[config.mk]
export PLATFORM = sky130hd
export DESIGN_NAME = product_bcd_converter_flat
export DESIGN_NICKNAME = d
export VERILOG_FILES = /design/src/rtl/product_bcd_converter_pkg.sv /design/src/rtl/product_bcd_converter_if.sv /design/src/rtl/product_bcd_converter_adjust.sv /design/src/rtl/product_bcd_converter.sv /design/src/flat_wrapper.sv
export SDC_FILE = /design/constraint.sdc
export NUM_CORES = 1
export LEC_CHECK = 0
export CELL_PAD_IN_SITES_DETAIL_PLACEMENT = 2
export CELL_PAD_IN_SITES_GLOBAL_PLACEMENT = 2
export CORE_ASPECT_RATIO = 0.9
export CORE_MARGIN = 3
export CORE_UTILIZATION = 35
export DETAILED_ROUTE_END_ITERATION = 12
export PLACE_DENSITY_LB_ADDON = 0.1
export SLEW_MARGIN = 20
export SYNTH_ARGS = -nofsm -noshare
export SYNTH_HDL_FRONTEND = slang
export SYNTH_SLANG_ARGS = --single-unit
[constraint.sdc]
create_clock -name Clk -period 1.87 [get_ports Clk]
set_input_delay 0.187 -clock Clk [delete_from_list [all_inputs] [get_ports Clk]]
set_output_delay 0.187 -clock Clk [all_outputs]
set_load 0.01 [all_outputs]
[src/rtl/product_bcd_converter_pkg.sv]
// Shared types and sizing for the multiplier product display path.
// Holds converter states, the BCD digit type and default widths.
package mult_pkg;

  localparam int DEF_IN_W = 8;
  localparam int DEF_NDIG = 5;
  localparam int DEF_P_W  = 2 * DEF_IN_W;

  typedef enum logic {
    IDLE    = 1'b0,
    CONVERT = 1'b1
  } conv_state_t;

  typedef logic [3:0] bcd_digit_t;

  function automatic int p_w(input int in_w);
    return 2 * in_w;
  endfunction

endpackage

[src/rtl/product_bcd_converter_if.sv]
// Host-side bundle for the product-to-BCD converter.
// Master drives the product and start; slave reports status and result.
interface product_bcd_converter_if #(
  parameter int IN_W = 8,
  parameter int NDIG = 5
);

  logic              start;
  logic [IN_W-1:0]   A_in;
  logic [IN_W-1:0]   B_in;
  logic              busy;
  logic              done;
  logic              neg;
  logic [4*NDIG-1:0] bcd;

  modport master (
    output start, A_in, B_in,
    input  busy, done, neg, bcd
  );

  modport slave (
    input  start, A_in, B_in,
    output busy, done, neg, bcd
  );

endinterface

[src/rtl/product_bcd_converter_adjust.sv]
// Double-dabble digit correction: add 3 to any digit of 5 or more
// so the following left shift carries correctly into the next digit.
module bcd_digit_adjust
  import mult_pkg::*;
(
  input  bcd_digit_t d,
  output bcd_digit_t q
);

  always_comb begin
    q = d;
    if (d >= 4'd5)
      q = d + 4'd3;
  end

endmodule

[src/rtl/product_bcd_converter.sv]
// Sequential double-dabble converter: signed product to sign + BCD,
// one product bit per clock, result registers updated only on completion.
module product_bcd_converter
  import mult_pkg::*;
#(
  parameter int IN_W = DEF_IN_W,
  parameter int NDIG = DEF_NDIG
) (
  input  logic                    Clk,
  input  logic                    Reset,
  product_bcd_converter_if.slave  bus
);

  localparam int P_W   = p_w(IN_W);
  localparam int CNT_W = $clog2(P_W + 1);
  localparam int BCD_W = 4 * NDIG;

  conv_state_t        state;
  logic [CNT_W-1:0]   count;
  logic [P_W-1:0]     mag;
  logic [BCD_W-1:0]   scratch;
  logic               neg_r;

  logic [BCD_W-1:0]   adj;
  logic [BCD_W-1:0]   scratch_nxt;
  logic [P_W-1:0]     prod;
  logic [P_W-1:0]     prod_abs;

  for (genvar g = 0; g < NDIG; g++) begin : g_adj
    bcd_digit_adjust u_adj (
      .d (scratch[4*g +: 4]),
      .q (adj[4*g +: 4])
    );
  end

  always_comb begin
    prod     = {bus.A_in, bus.B_in};
    prod_abs = prod;
    if (prod[P_W-1])
      prod_abs = ~prod + P_W'(1);
  end

  // shift the adjusted digits left, pulling in the next magnitude bit
  always_comb begin
    scratch_nxt = (adj << 1)
      | {{(BCD_W-1){1'b0}}, mag[P_W-1]};
  end

  always_ff @(posedge Clk or negedge Reset) begin
    if (!Reset) begin
      state    <= IDLE;
      count    <= '0;
      mag      <= '0;
      scratch  <= '0;
      neg_r    <= 1'b0;
      bus.busy <= 1'b0;
      bus.done <= 1'b0;
      bus.neg  <= 1'b0;
      bus.bcd  <= '0;
    end else begin
      bus.done <= 1'b0;
      unique case (state)
        IDLE: begin
          if (bus.start) begin
            neg_r    <= prod[P_W-1];
            mag      <= prod_abs;
            scratch  <= '0;
            count    <= '0;
            bus.busy <= 1'b1;
            state    <= CONVERT;
          end
        end
        CONVERT: begin
          scratch <= scratch_nxt;
          mag     <= mag << 1;
          count   <= count + CNT_W'(1);
          if (count == CNT_W'(P_W - 1)) begin
            bus.bcd  <= scratch_nxt;
            bus.neg  <= neg_r;
            bus.done <= 1'b1;
            bus.busy <= 1'b0;
            state    <= IDLE;
          end
        end
        default: state <= IDLE;
      endcase
    end
  end

endmodule

[src/flat_wrapper.sv]
// flat-port wrapper written by rule: the top's interface ports become plain ports
module product_bcd_converter_flat import mult_pkg::*;
#(
  parameter int IN_W = DEF_IN_W,
  parameter int NDIG = DEF_NDIG
)
  (Clk, Reset, bus_start, bus_A_in, bus_B_in, bus_busy, bus_done, bus_neg, bus_bcd);
  product_bcd_converter_if #(.IN_W(IN_W), .NDIG(NDIG)) bus_i ();
  input  logic Clk;
  input  logic Reset;
  input wire logic [$bits(bus_i.start)-1:0] bus_start;
  input wire logic [$bits(bus_i.A_in)-1:0] bus_A_in;
  input wire logic [$bits(bus_i.B_in)-1:0] bus_B_in;
  output wire logic [$bits(bus_i.busy)-1:0] bus_busy;
  output wire logic [$bits(bus_i.done)-1:0] bus_done;
  output wire logic [$bits(bus_i.neg)-1:0] bus_neg;
  output wire logic [$bits(bus_i.bcd)-1:0] bus_bcd;
  assign bus_i.start = bus_start;
  assign bus_i.A_in = bus_A_in;
  assign bus_i.B_in = bus_B_in;
  assign bus_busy = bus_i.busy;
  assign bus_done = bus_i.done;
  assign bus_neg = bus_i.neg;
  assign bus_bcd = bus_i.bcd;
  product_bcd_converter #(.IN_W(IN_W), .NDIG(NDIG)) u_core (.Clk(Clk), .Reset(Reset), .bus(bus_i));
endmodule
==> impl_metrics.yaml <==
status:
  outcome: "completed"
global_routing:
  grt_max_degree: 33
  grt_pass1_vias: 3277
  grt_first_pass_wirelength_um: 16840
  antenna_found_initial: 0
  track_usage: 0.1883
  grt_overflow_total: 0
timing:
  setup_tns_ns: 0
  fin_crit_ns: 1.803
  worst_pin_slew_ns: 0.5585
  finalCritPeriodShare: 0.9644
  grt_setup_unrepaired: "yes"
  worst_slack_ns: 0.06652
  hold_viol_final: 0
  fin_skew_ns: 0.007330
  maxSlewHeadroom: 0.6277
  finalSetupViolations: 0
  drv_slew: 0
  max_freq_mhz: 554.5
layout:
  final_layout_size_suffix_gt1_frac: 0.1500
  n_antenna_cell: 0
  final_common_cell: "dfrtp_1"
  layout.nets: 447
  postLayoutCellArea_sq_mm: 0.004344
  fin_util: 0.4655
  mostFrequentLayoutCells: "dfrtp_1, nand2_1, clkdlybuf4s50_1, o21ai_0, a21oi_1"
  syn2layout_area_growth_pct: 26.16
route:
  drtAntennaViolNets: 0
  wirelength_um: 9775
  vias: 2917
  drt_iter0_drc: 123
  wl_per_cell_um: 18.04
  drc: 0
  dr.pass1.iters: 4
  vias_per_cell: 5.382
logic_synthesis:
  syn_avg_cell_area_sq_um: 9.754
  yosysUniqueCellTypes: 43
  ys.flop_type: "dfrtp_1"
  synth_edf_count: 0
  async_reset_ff_frac: 1.000
  yosysSeqAreaShare: 0.4797
  synth_nets: 385
  synthCells: 353
  synth_top_area_share: 0.4797
  yosysWarnings: 0
  ys_ff_latch: 66
  synth_area_leaders: "dfrtp_1, nand2_1, ha_1"
  synth.largest_area_cell: "dfrtp_1"
  synth_area_sq_mm: 0.003443
clock_tree:
  clkTransAtPathRegs_ns: 0.07
  cts.sinks: 66
  root_buffer: "clkbuf_8"
  clk-insertion-delay-late_ns: 0.34
  post-cts-setup-buffers: 0
  htreeDepth: 3
  cts_buffers: 9
  cts_tree: "done"
  clockBufferDepth: 2
placement:
  place.gp.congestion: 0.7631
  place_hpwl_um: 7083
  portBuffers: 41
  place_area_sq_mm: 0.004135
  pre_cts_slack_ns: -0.3192
critical_path:
  crit_slowest_cell: "dfrtp_1"
  required_ns: 2.09
  path_max_fanout: 9
  worstPathArrival_ns: 2.03
  rrSetupSlack_ns: 0.07
  crit_top_cell: "ha_1"
  r2r_cells: 6
  cp_num_cells: 6
  path_cells: "ha_1 > and3_1 > ha_1 > nand2_1 > buf_4 > mux2_2"
  critPathMaxStageDelay_ns: 0.41
  worstSetupPathType: "register to register"
  critPathBufInv: 1
  end_kind: "register"
  critical_path.startpoint_type: "register"
  crit_family: "adder cells"
power:
  irDropWorstVdd_mv: 0.5112
  pwr-share-seq: 0.387
  power_leakage_nw: 1.942
  cellPowerDensity_mw_per_mm2: 1488
  finalPower_mw: 6.465
  p_clk_frac: 0.177
  netSwitchingPower_mw: 2.455
  swShare: 0.3798
  combinationalPowerShare: 0.436
  power.internal_mw: 4.009
job:
  maxCapViolCount: 0
die:
  fp.dieW_um: 110.6
  core_region_area_sq_mm: 0.009331
  die-area_sq_mm: 0.01107
  rows: 33
  initial_core_util: 0.3690
  die_h_um: 100.1
  ioPinCount: 42
hold_path:
  holdPathStages: 4
  min_path_type: "input port to register"
==> flip-flops by register name, summed over array words and instances (netlist names) <==
name / count
u_core.bus.bcd: 20
u_core.scratch: 20
u_core.bus.done: 1
u_core.mag: 16
u_core.bus.neg: 1
u_core.neg_r: 1
u_core.count: 5
u_core.bus.busy: 1
u_core.state: 1
==> kinds of logic after synthesis <==
group                      Yosys count  synth area share
AOI/OAI and AO/OA                   97            0.1693
muxes                               15           0.04615
adders and majority gates           13           0.04724
xor gates and xnor gates            14           0.03561
DFF                                 66            0.4797
buffers and inverters               35           0.04942
and+or+nand+nor                    113            0.1726
==> per-layer routing <==
layer  track usage  up-vias  share of wire
li1              -     1375              -
met1        0.2475     1504           0.47
met2        0.3246       29           0.50
met3       0.03134        9          0.019
met4       0.05114        0         0.0086
met5             0        -              0
==> worst paths after layout <==
check / from / to
min in group asynchronous: Reset / u_core.count[0]
min: bus_B_in[0] / u_core.mag[0]
max in group asynchronous: Reset / u_core.bus.bcd[1]
min reg2reg: u_core.bus.bcd[4] / u_core.bus.bcd[4]
max reg2reg: u_core.count[0] / u_core.bus.bcd[0]
max: u_core.count[0] / u_core.bus.bcd[0]
==> metrics by stage <==
step                      hold slack (ns)  cells
after floorplan                   -0.1086    353
final                              0.3340    542
after detailed placement           0.2089    525
after CTS                          0.3690    542
after global placement             0.2037    525
after global routing               0.3421    542
==> cell type report <==
cell class / instances / area, sq um
multi-input combinational: 252 / 1624
tap: 122 / 152.6
inverter: 17 / 65.06
clock buffer: 12 / 165.2
fill: 991 / 4987
clock inverter: 4 / 25.02
sequential: 66 / 1652
timing repair buffer: 69 / 660.6
==> worst register-to-register path, delay by kind of cell (launching register included) <==
| family | cells | cell delay [ns] |
|---|---|---|
| AND/OR/NAND/NOR | 2 | 0.32 |
| flip-flops | 1 | 0.41 |
| buffers and inverters | 1 | 0.20 |
| adder cells (fa/ha/maj) | 2 | 0.42 |
| multiplexers | 1 | 0.34 |
==> repair_timing <==
item / in CTS / in global routing
hold buffers: 1 / 0
endpoints found under the hold margin: 18 / 0
pin swaps: 0 / 2
gates resized for setup: 1 / 6
endpoints found under the setup margin: 5 / 10
==> cell usage after synthesis (all sizes together), types with 4 or more instances <==
master / number
dfrtp: 66
nand2: 45
o21ai: 32
a21oi: 25
clkbuf: 15
inv: 15
o22ai: 15
and3: 13
ha: 13
nor2: 13
xnor2: 10
nor3b: 9
mux2i: 8
mux2: 7
nand2b: 6
a31oi: 5
nand4: 5
a211o: 4
a21o: 4
nand3: 4
nor2b: 4
nor4: 4
o31ai: 4
xor2: 4
==> power by group through the flow <==
stage	clock [mW]	combinational, mW	sequential (mW)
6_report	1.15	2.82	2.50
2_1_floorplan	0	1.76	2.47
4_1_cts	1.18	2.87	2.51
3_5_place_dp	0	2.82	2.53
3_3_place_gp	0	2.67	2.48
5_1_grt	1.24	3.20	2.60
Power figures use the tool's default switching activity.
